## config.mk

```make
export PLATFORM = sky130hd
export DESIGN_NAME = dcache_ctrl
export DESIGN_NICKNAME = d
export VERILOG_FILES = /design/src/rtl/dcache_pkg.sv /design/src/rtl/dcache_array.sv /design/src/rtl/dcache_ctrl.sv
export SDC_FILE = /design/constraint.sdc
export NUM_CORES = 2
export LEC_CHECK = 0
export CAP_MARGIN = 10
export CORE_ASPECT_RATIO = 0.5
export CORE_MARGIN = 2
export CORE_UTILIZATION = 35
export CTS_BUF_LIST = sky130_fd_sc_hd__clkbuf_8
export CTS_CLUSTER_SIZE = 12
export DETAILED_ROUTE_END_ITERATION = 10
export PLACE_DENSITY_LB_ADDON = 0.08
export SETUP_SLACK_MARGIN = 0.15
export SYNTH_ARGS = -nofsm -noshare
export SYNTH_HDL_FRONTEND = slang
export SYNTH_MEMORY_MAX_BITS = 65536
export SYNTH_SLANG_ARGS = --single-unit
```

## constraint.sdc

```tcl
create_clock -name clk -period 3.6 [get_ports clk]
set_clock_uncertainty 0.15 [all_clocks]
set_input_delay 0.54 -clock clk [delete_from_list [all_inputs] [get_ports clk]]
set_output_delay 0.54 -clock clk [all_outputs]
set_load 0.02 [all_outputs]
```

## src/rtl/dcache_pkg.sv

```systemverilog
// -----------------------------------------------------------------------------
// dcache_pkg
//   Shared constants, FSM state type and address-field helpers for the
//   direct-mapped, write-through, no-write-allocate data cache.
//   Word address layout: {tag[TAG_W], index[INDEX_W], offset[OFFSET_W]}.
// -----------------------------------------------------------------------------
package dcache_pkg;

  localparam int ADDR_W   = 10;
  localparam int DATA_W   = 32;
  localparam int INDEX_W  = 5;
  localparam int OFFSET_W = 2;
  localparam int TAG_W    = ADDR_W - INDEX_W - OFFSET_W;
  localparam int LINES    = 1 << INDEX_W;
  localparam int WORDS    = 1 << OFFSET_W;

  typedef logic [ADDR_W-1:0]   addr_t;
  typedef logic [DATA_W-1:0]   data_t;
  typedef logic [TAG_W-1:0]    tag_t;
  typedef logic [INDEX_W-1:0]  index_t;
  typedef logic [OFFSET_W-1:0] offset_t;

  typedef enum logic [1:0] {
    IDLE   = 2'd0,
    REFILL = 2'd1,
    WRITE  = 2'd2,
    WDONE  = 2'd3
  } state_e;

  function automatic tag_t addr_tag(input addr_t a);
    return a[ADDR_W-1 -: TAG_W];
  endfunction

  function automatic index_t addr_index(input addr_t a);
    return a[OFFSET_W +: INDEX_W];
  endfunction

  function automatic offset_t addr_offset(input addr_t a);
    return a[OFFSET_W-1:0];
  endfunction

endpackage : dcache_pkg

```

## src/rtl/dcache_array.sv

```systemverilog
// -----------------------------------------------------------------------------
// dcache_array
//   Tag, valid and data storage for the data cache.
//   - Combinational read of valid/tag for a line and of one data word.
//   - Synchronous single-word data write (refill word or write-through hit).
//   - Synchronous line fill: sets valid and stores the tag.
//   - Valid bits clear asynchronously on reset; tag/data are never reset.
// Ports:
//   clk, rst_n        clock, asynchronous active-low reset
//   rd_index_i        line selected for lookup
//   rd_offset_i       word selected for the read data
//   rd_valid_o        valid bit of the selected line
//   rd_tag_o          stored tag of the selected line
//   rd_data_o         selected data word
//   wr_en_i           write one data word
//   wr_index_i        line to write
//   wr_offset_i       word to write
//   wr_data_i         data to write
//   fill_en_i         mark line valid and store its tag
//   fill_index_i      line to mark
//   fill_tag_i        tag to store
// -----------------------------------------------------------------------------
module dcache_array
  import dcache_pkg::*;
(
  input  logic    clk,
  input  logic    rst_n,
  input  index_t  rd_index_i,
  input  offset_t rd_offset_i,
  output logic    rd_valid_o,
  output tag_t    rd_tag_o,
  output data_t   rd_data_o,
  input  logic    wr_en_i,
  input  index_t  wr_index_i,
  input  offset_t wr_offset_i,
  input  data_t   wr_data_i,
  input  logic    fill_en_i,
  input  index_t  fill_index_i,
  input  tag_t    fill_tag_i
);

  logic [LINES-1:0] valid_q;
  tag_t             tag_q  [LINES];
  data_t            data_q [LINES][WORDS];

  // NOTE: sequential state is assigned with non-blocking (<=) so every
  // register samples the pre-edge values regardless of statement order.
  always_ff @(posedge clk or negedge rst_n) begin
    if (!rst_n) begin
      valid_q <= '0;
    end else if (fill_en_i) begin
      valid_q[fill_index_i] <= 1'b1;
    end
  end

  // NOTE: tag/data arrays deliberately have no reset; a cleared valid bit
  // makes their contents irrelevant, and resetting them would prevent
  // mapping onto RAM.
  always_ff @(posedge clk) begin
    if (fill_en_i) begin
      tag_q[fill_index_i] <= fill_tag_i;
    end
    if (wr_en_i) begin
      data_q[wr_index_i][wr_offset_i] <= wr_data_i;
    end
  end

  assign rd_valid_o = valid_q[rd_index_i];
  assign rd_tag_o   = tag_q[rd_index_i];
  assign rd_data_o  = data_q[rd_index_i][rd_offset_i];

endmodule : dcache_array

```

## src/rtl/dcache_ctrl.sv

```systemverilog
// -----------------------------------------------------------------------------
// dcache_ctrl
//   Data-side cache controller for a single-cycle core. Read hits return data
//   combinationally with no stall. Read misses refill a 4-word line from
//   word-addressed memory; all stores are written through to memory and only
//   update the cache on a hit (no write-allocate).
// Ports:
//   clk, rst_n   clock, asynchronous active-low reset
//   mem_read     load request from the decoder
//   mem_write    store request from the decoder (wins over mem_read)
//   addr         word address {tag, index, offset}
//   wdata        store data
//   rdata        load data, valid when mem_read & ~stall, else 0
//   stall        freezes PC and register writes while high
//   m_req        memory request
//   m_we         memory write enable, qualified by m_req
//   m_addr       memory word address
//   m_wdata      memory write data
//   m_rdata      memory read data, valid with m_ready
//   m_ready      one-cycle completion pulse for the current m_req
// -----------------------------------------------------------------------------
module dcache_ctrl
  import dcache_pkg::*;
(
  input  logic              clk,
  input  logic              rst_n,
  input  logic              mem_read,
  input  logic              mem_write,
  input  logic [ADDR_W-1:0] addr,
  input  logic [DATA_W-1:0] wdata,
  output logic [DATA_W-1:0] rdata,
  output logic              stall,
  output logic              m_req,
  output logic              m_we,
  output logic [ADDR_W-1:0] m_addr,
  output logic [DATA_W-1:0] m_wdata,
  input  logic [DATA_W-1:0] m_rdata,
  input  logic              m_ready
);

  localparam offset_t LAST_WORD = offset_t'(WORDS - 1);

  state_e  state_q, state_d;
  offset_t cnt_q, cnt_d;

  tag_t    req_tag;
  index_t  req_index;
  offset_t req_offset;

  logic    line_valid;
  tag_t    line_tag;
  data_t   line_word;
  logic    hit;

  logic    arr_we;
  offset_t arr_woff;
  data_t   arr_wdata;
  logic    arr_fill;

  assign req_tag    = addr_tag(addr);
  assign req_index  = addr_index(addr);
  assign req_offset = addr_offset(addr);

  dcache_array u_array (
    .clk          (clk),
    .rst_n        (rst_n),
    .rd_index_i   (req_index),
    .rd_offset_i  (req_offset),
    .rd_valid_o   (line_valid),
    .rd_tag_o     (line_tag),
    .rd_data_o    (line_word),
    .wr_en_i      (arr_we),
    .wr_index_i   (req_index),
    .wr_offset_i  (arr_woff),
    .wr_data_i    (arr_wdata),
    .fill_en_i    (arr_fill),
    .fill_index_i (req_index),
    .fill_tag_i   (req_tag)
  );

  assign hit = line_valid & (line_tag == req_tag);

  always_ff @(posedge clk or negedge rst_n) begin
    if (!rst_n) begin
      state_q <= IDLE;
      cnt_q   <= '0;
    end else begin
      state_q <= state_d;
      cnt_q   <= cnt_d;
    end
  end

  // NOTE: every output of this block gets a default first, so no path leaves
  // a signal unassigned and no latch is inferred.
  always_comb begin
    state_d   = state_q;
    cnt_d     = cnt_q;
    stall     = 1'b0;
    rdata     = '0;
    m_req     = 1'b0;
    m_we      = 1'b0;
    m_addr    = '0;
    m_wdata   = '0;
    arr_we    = 1'b0;
    arr_woff  = req_offset;
    arr_wdata = wdata;
    arr_fill  = 1'b0;

    unique case (state_q)
      IDLE: begin
        if (mem_write) begin
          // A simultaneous read is illegal; the store takes priority.
          stall   = 1'b1;
          state_d = WRITE;
        end else if (mem_read) begin
          if (hit) begin
            rdata = line_word;
          end else begin
            stall   = 1'b1;
            cnt_d   = '0;
            state_d = REFILL;
          end
        end
      end

      REFILL: begin
        stall  = 1'b1;
        m_req  = 1'b1;
        m_addr = {req_tag, req_index, cnt_q};
        if (m_ready) begin
          arr_we    = 1'b1;
          arr_woff  = cnt_q;
          arr_wdata = m_rdata;
          cnt_d     = cnt_q + offset_t'(1);
          // The line becomes valid only together with its last word.
          if (cnt_q == LAST_WORD) begin
            arr_fill = 1'b1;
            state_d  = IDLE;
          end
        end
      end

      WRITE: begin
        stall   = 1'b1;
        m_req   = 1'b1;
        m_we    = 1'b1;
        m_addr  = addr;
        m_wdata = wdata;
        if (m_ready) begin
          // Write-through: refresh the cached copy only if the line is present.
          arr_we  = hit;
          state_d = WDONE;
        end
      end

      WDONE: begin
        // One unstalled cycle lets the store retire before the next request.
        state_d = IDLE;
      end

      default: state_d = IDLE;
    endcase
  end

endmodule : dcache_ctrl
```

Word-level counts from Yosys, hierarchy flattened

Memory sizes are Yosys's and may differ from the RTL's.
Cells that the tools add are included.

$add $sub $neg: 1
$mul: 0
Div/mod/pow operators: 0
Magnitude comparators: 5
Equal/unequal tests: 13
Shift operators: 0
Muxes and demuxes: 47
Bitwise gates (word level): 4
Reductions and logical operators: 7

Operator list:

| cell                  | number |
|---|---|
| $mux W32              | 10 |
| $mux W128             | 1 |
| $bmux W32 S2          | 1 |
| $demux W32 S2         | 1 |
| $or A32 B32 Y32       | 1 |
| $mux W2               | 12 |
| $pmux W10 S2          | 1 |
| $mux W1               | 15 |
| $ne A2 B2 Y1 const B  | 6 |
| $reduce_and A5 Y1     | 2 |
| $pmux W2 S4           | 1 |
| $eq A2 B2 Y1 const B  | 3 |
| $ge A3 B3 Y1 const B  | 2 |
| $lt A5 B6 Y1 const B  | 1 |
| $ne A3 B3 Y1 const B  | 2 |
| $not A2 Y3            | 2 |
| $bmux W1 S5           | 1 |
| $demux W1 S5          | 1 |
| $ge A5 B1 Y1 const B  | 1 |
| $pmux W1 S2           | 2 |
| $pmux W2 S2           | 1 |
| $eq A3 B3 Y1          | 1 |
| $lt A3 B1 Y1 const B  | 1 |
| $add A2 B1 Y2 const B | 1 |
| other kinds (6)       | 7 |

Flip-flop bits (word level): 36
Bits in latches: 0
RAM bits: 4192
ROM bits: 0
Input port bits: 79
Logic and storage cells: 82
Memories: 2

Memories:

| name           | depth | bits a word | read ports | clocked after Yosys merged registers in | wr ports | RTL line           | text |
|---|---|---|---|---|---|---|---|
| u_array.data_q | 32    | 128         | 1          | 0                                       | 1        | dcache_array.sv:44 | `data_t data_q [LINES][WORDS];` |
| u_array.tag_q  | 32    | 3           | 1          | 0                                       | 1        | dcache_array.sv:43 | `tag_t tag_q [LINES];` |

Logic depth before layout (Yosys ltp)

Depth after elaboration: 8
Mapped depth: 14
Gate-level depth less buffers: 8

Modules after synthesis

From an unflattened synthesis, not the netlist that was laid out.

Cells, all modules: 6400
Area, all modules: 162136.8 µm²

By module, submodules not included:

| module       | times used | cells each | area each (µm²) | sequential area each (µm²) |
|---|---|---|---|---|
| dcache_array | 1          | 6228       | 160736.7        | 126681.5 |
| dcache_ctrl  | 1          | 172        | 1400.1          | 100.1 |

Worst setup path before layout

OpenSTA, ideal clock, no wires.

Path kind: in2reg
Start: input port addr[2]
End: memory u_array.data_q[22][100] (netlist name), enable pin
Library setup time: 0.421 ns
Arrival time: 3.821 ns
Path slack: -0.793 ns
Stages on the path: 13
Buffers on the path: 5
Cells stage by stage: buf_6 -> buf_12 -> buf_12 -> buf_6 -> mux2i_1 -> nor2_1 -> nor3_2 -> nand4_1 -> xnor2_2 -> a41o_1 -> nand3_1 -> clkbuf_1 -> nor2_1

Cells in the longest elaborated chain, start to end: 7
Elaborated cells between the ends (all ways): 9
Those cells by class: eq/ne: 1; mux: 6; bitwise: 1; memory: 1

Ends and longest elaborated chain:

| what                                                 | RTL line                              | text |
|---|---|---|
| start: declaration                                   | dcache_ctrl.sv:29                     | `input logic [ADDR_W-1:0] addr,` |
| $mem_v2 Z32 W3 / $bmux W1 S5 (equally long branches) | n/a                                   |  |
| $eq A3 B3 Y1 / $mux W1 (equally long branches)       | dcache_ctrl.sv:81, dcache_array.sv:68 |  |
| $and A1 B1 Y1                                        | dcache_ctrl.sv:81                     | `assign hit = line_valid & (line_tag == req_tag);` |
| $mux W1                                              | dcache_ctrl.sv:149                    | `if (m_ready) begin` |
| $pmux W1 S2                                          | dcache_ctrl.sv:109                    | `unique case (state_q)` |
| $mux W1                                              | dcache_array.sv:63                    | `if (wr_en_i) begin` |
| $mux W128 (implied by the code)                      | dcache_array.sv:64                    | `data_q[wr_index_i][wr_offset_i] <= wr_data_i;` |
| end: declaration                                     | dcache_array.sv:44                    |  |

Parallel ways exist; a longest one is shown, timed or not. The select of a mux whose other input is x is not followed.

Final worst setup path

Start: register u_array.valid_q[25]
End: output port rdata[27]

Cells in the longest elaborated chain, start to end: 7

Ends and longest elaborated chain:

| what                             | RTL line           | text |
|---|---|---|
| start: declaration               | dcache_array.sv:42 | `logic [LINES-1:0] valid_q;` |
| start signal: assignment         | dcache_array.sv:50 | `valid_q <= '0;` |
| start signal: indexed assignment | dcache_array.sv:52 | `valid_q[fill_index_i] <= 1'b1;` |
| $bmux W1 S5                      | dcache_array.sv:68 | `assign rd_valid_o = valid_q[rd_index_i];` |
| $mux W1 (implied by the code)    | dcache_array.sv:68 |  |
| $and A1 B1 Y1                    | dcache_ctrl.sv:81  |  |
| $mux W32                         | dcache_ctrl.sv:116 | `if (hit) begin` |
| $mux W32                         | dcache_ctrl.sv:115 | `end else if (mem_read) begin` |
| $mux W32                         | dcache_ctrl.sv:111 | `if (mem_write) begin` |
| $mux W32                         | dcache_ctrl.sv:109 |  |
| end: declaration                 | dcache_ctrl.sv:31  | `output logic [DATA_W-1:0] rdata,` |

Every way passes these cells. The select of a mux whose other input is x is not followed.

==> flow_metrics.py <==
metrics = {
    "status": {
        "status": "complete, but fails checks",
        "violations": "negative setup slack",
    },
    "place": {
        "dpl.hpwl_um": 351000,
        "dp_cells": 14353,
        "port_buffers": 155,
        "gp_congestion": 0.832,
    },
    "power_and_ir_drop": {
        "power_density_nw_per_um2": 520,
        "p_comb_share_pct": 11.2,
        "power_switching_uw": 27400,
        "p_clk_share_pct": 34.9,
        "internal-power_uw": 77400,
        "seqPwrFrac_pct": 53.9,
        "irDropWorstVdd_v": 0.000309,
        "p_leak_uw": 0.0656,
        "swShare_pct": 26.1,
    },
    "yosys": {
        "synth-seq-area-share_pct": 77.7,
        "synthMuxAreaShare_pct": 17.0,
        "synth_compound_area_share_pct": 2.25,
        "synth_edf_count": 4192,
        "yosys_warnings": 0,
        "synth_xor_area_share_pct": 0.0199,
        "synth_top_family_by_area": "multiplexers",
        "synth_ff_type": "edfxtp_1",
        "synth_cells": 7120,
        "ys_ff_latch": 4228,
        "ys_top_cells_by_area": "edfxtp_1, mux4_2, mux2i_1, nor2_1, mux2_2",
        "async_flop_share_pct": 0.851,
        "synth_top_area_share_pct": 77.2,
        "synth_area_leader_cell": "edfxtp_1",
        "syn_nets": 7204,
        "avgSynthCellArea_um2": 22.9,
        "synthSimpleGateAreaFrac_pct": 1.51,
        "yosys-top-cells-count": "edfxtp_1, mux4_2, nor2_1",
        "syn_area_um2": 163000,
        "synth_most_common_cell": "edfxtp_1",
        "ys_types": 67,
        "yosys.area_share.adder_pct": 0.0384,
    },
    "critical_path": {
        "crit_path_max_incr_delay_ns": 0.46,
        "cpMostUsedCell": "buf_12",
        "worst-setup-path-type": "reg -> out",
        "critPathCaptureType": "output pin",
        "crit_slowest_cell": "or4_4",
        "rr_worst_depth": 30,
        "worstPathBufferInverterCount": 4,
        "crit_family": "simple AND/OR/NAND/NOR gates",
        "required_ns": 2.91,
        "start_kind": "flip-flop",
        "cp_num_cells": 12,
        "crit_chain": "mux4_2 > o32a_1 > o221ai_2 > or3_1 > a21oi_2 > nand3_2 > or4_4 > buf_12 > buf_12 > a311oi_4 > buf_4 > buf_12",
        "worstPathMaxFanout": 8,
        "worstPathArrival_ns": 4.16,
    },
    "routing": {
        "wire_per_inst_um": 35.3,
        "via_per_inst": 5.45,
        "routed-via-count": 85160,
        "firstDrtPassIters": 5,
        "drt_wl_total_um": 552000,
        "detail-route-antenna-nets": 0,
        "drt-initial-drc-count": 10452,
        "drt_drc_violations_left": 0,
    },
    "grt": {
        "grt.overflow.total": 0,
        "grt_pass1_wl_um": 746000,
        "track_usage_pct": 23.0,
        "grt_max_degree": 129,
        "antenna_found_initial": 57,
        "grt_pass1_vias": 85790,
    },
    "timing": {
        "worst_pin_slew_ns": 1.18,
        "period_minus_slack_ns": 4.85,
        "setup_violations": 3937,
        "setup_ws_ns": -1.25,
        "hold_violations": 0,
        "finalSetupTns_ns": -567.55,
        "fmax_ghz": 0.206,
        "drv_slew": 0,
        "slew_headroom_pct": 21.3,
        "rsz0062_at_grt": "true",
        "fin_crit_sh_pct": 135,
    },
    "final_layout": {
        "final_util_pct": 43.4,
        "stdcell_count": 15617,
        "nets": 9068,
        "areaGrowthSynthToFinish_pct": 23.6,
        "drive_gt1_share_pct": 39.5,
    },
    "clocking": {
        "cts.clk_slew.worst_paths_ns": 0.07,
        "cts.sinks": 4228,
        "cts_root_buf": "clkbuf_8",
        "h-tree-depth": 6,
        "cts_tree": "yes",
        "cts_buffers": 637,
        "insertion_delay_ns": 1.13,
        "cts_buffer_depth": 4,
    },
    "floorplan": {
        "die_area_um2": 472000,
        "core_um2": 465000,
        "start_util_pct": 35.1,
        "die_width_um": 969,
        "num_rows": 177,
        "dieHeight_um": 487,
        "ios": 156,
    },
    "job": {
        "cap_violations": 0,
    },
    "hold_path": {
        "min_path_type": "in -> reg",
        "hold_path_depth": 2,
    },
}
## state kept, by name, summed over array words and instances, names as in the netlist
signal / count
cnt_q: 2
u_array.tag_q: 96
u_array.valid_q: 32
state_q: 2
u_array.data_q: 4096
## worst paths after layout
kind	to	startpoint	slack, ns
setup / recovery	rdata[27]	u_array.valid_q[25]$_DFFE_PN0P_	-1.25
setup reg to reg	cnt_q[1]$_DFFE_PN0P_	u_array.valid_q[25]$_DFFE_PN0P_	-1.24
max in group asynchronous	u_array.valid_q[23]$_DFFE_PN0P_	rst_n	2.35
min in group asynchronous	u_array.valid_q[31]$_DFFE_PN0P_	rst_n	0.29
hold reg to reg	u_array.valid_q[3]$_DFFE_PN0P_	u_array.valid_q[3]$_DFFE_PN0P_	0.32
hold / removal	u_array.data_q[1][74]$_DFFE_PP_	wdata[10]	0.14
## layout make-up
class / count / area (um2)
Antenna cell: 12 / 30.0
Clock buffer: 655 / 9010
Clock inverter: 430 / 2020
Fill cell: 40167 / 263000
Inverter: 8 / 30.0
Multi-Input combinational cell: 2464 / 36100
Sequential cell: 4228 / 127000
Tap cell: 6175 / 7730
Timing Repair Buffer: 1645 / 19900
## kinds of logic after synthesis
group,after synthesis
compound gates,515
xor+xnor,2
fa+ha+maj,5
buf+inv,428
flops,4228
mux,1404
simple gates,538
## placed cells by master (no fill, tap or decap), types with 132 or more instances in the layout
cell type  instances
mux4_2          1082
buf_4            932
clkbuf_8         656
edfxtp_1        4192
clkinv_1         140
nor2_1           155
inv_1            212
mux2i_1          230
buf_12           466
nor2_4           132
## power by group through the flow
stage / logic (uW) / clock network (uW) / registers, uW
floorplan: 4670 / 0 / 57600
global placement: 11300 / 0 / 57500
detailed placement: 11400 / 0 / 57500
CTS: 11800 / 37500 / 56400
global route: 12400 / 39700 / 56400
finish: 11800 / 36600 / 56500
## stage by stage
| step | hold WS (ns) | setup WS, ns | area (um2) | total power [uW] |
|---|---|---|---|---|
| final | 0.140 | -1.25 | 202000 | 105000 |
| after global routing | 0.0884 | -1.35 | 202000 | 109000 |
| after CTS | 0.00336 | -1.35 | 201000 | 106000 |
| after detailed placement | 0.298 | -1.65 | 187000 | 68900 |
| after global placement | 0.301 | -1.92 | 187000 | 68800 |
| after floorplan | 0.0944 | -0.782 | 163000 | 62300 |
## layer usage
| metal | wire length (um) | global-route usage (%) | share of wire, % | vias to the layer above |
|---|---|---|---|---|
| li1 | - | - | - | 34250 |
| met1 | 255000 | 35.1 | 46 | 47076 |
| met2 | 244000 | 34.3 | 44 | 3207 |
| met3 | 42300 | 4.80 | 7.7 | 619 |
| met4 | 10200 | 4.30 | 1.8 | 8 |
| met5 | 47 | 0 | 0.0085 | - |
## repair_timing
action,CTS,global route
pin swaps,31,17
hold endpoints to repair,107,0
setup buffers,99,15
endpoints found under the setup margin,3400,4138
hold buffers,4,0
gates cloned,35,14
gates resized for setup,295,47
(Power assumes the default switching activity.)
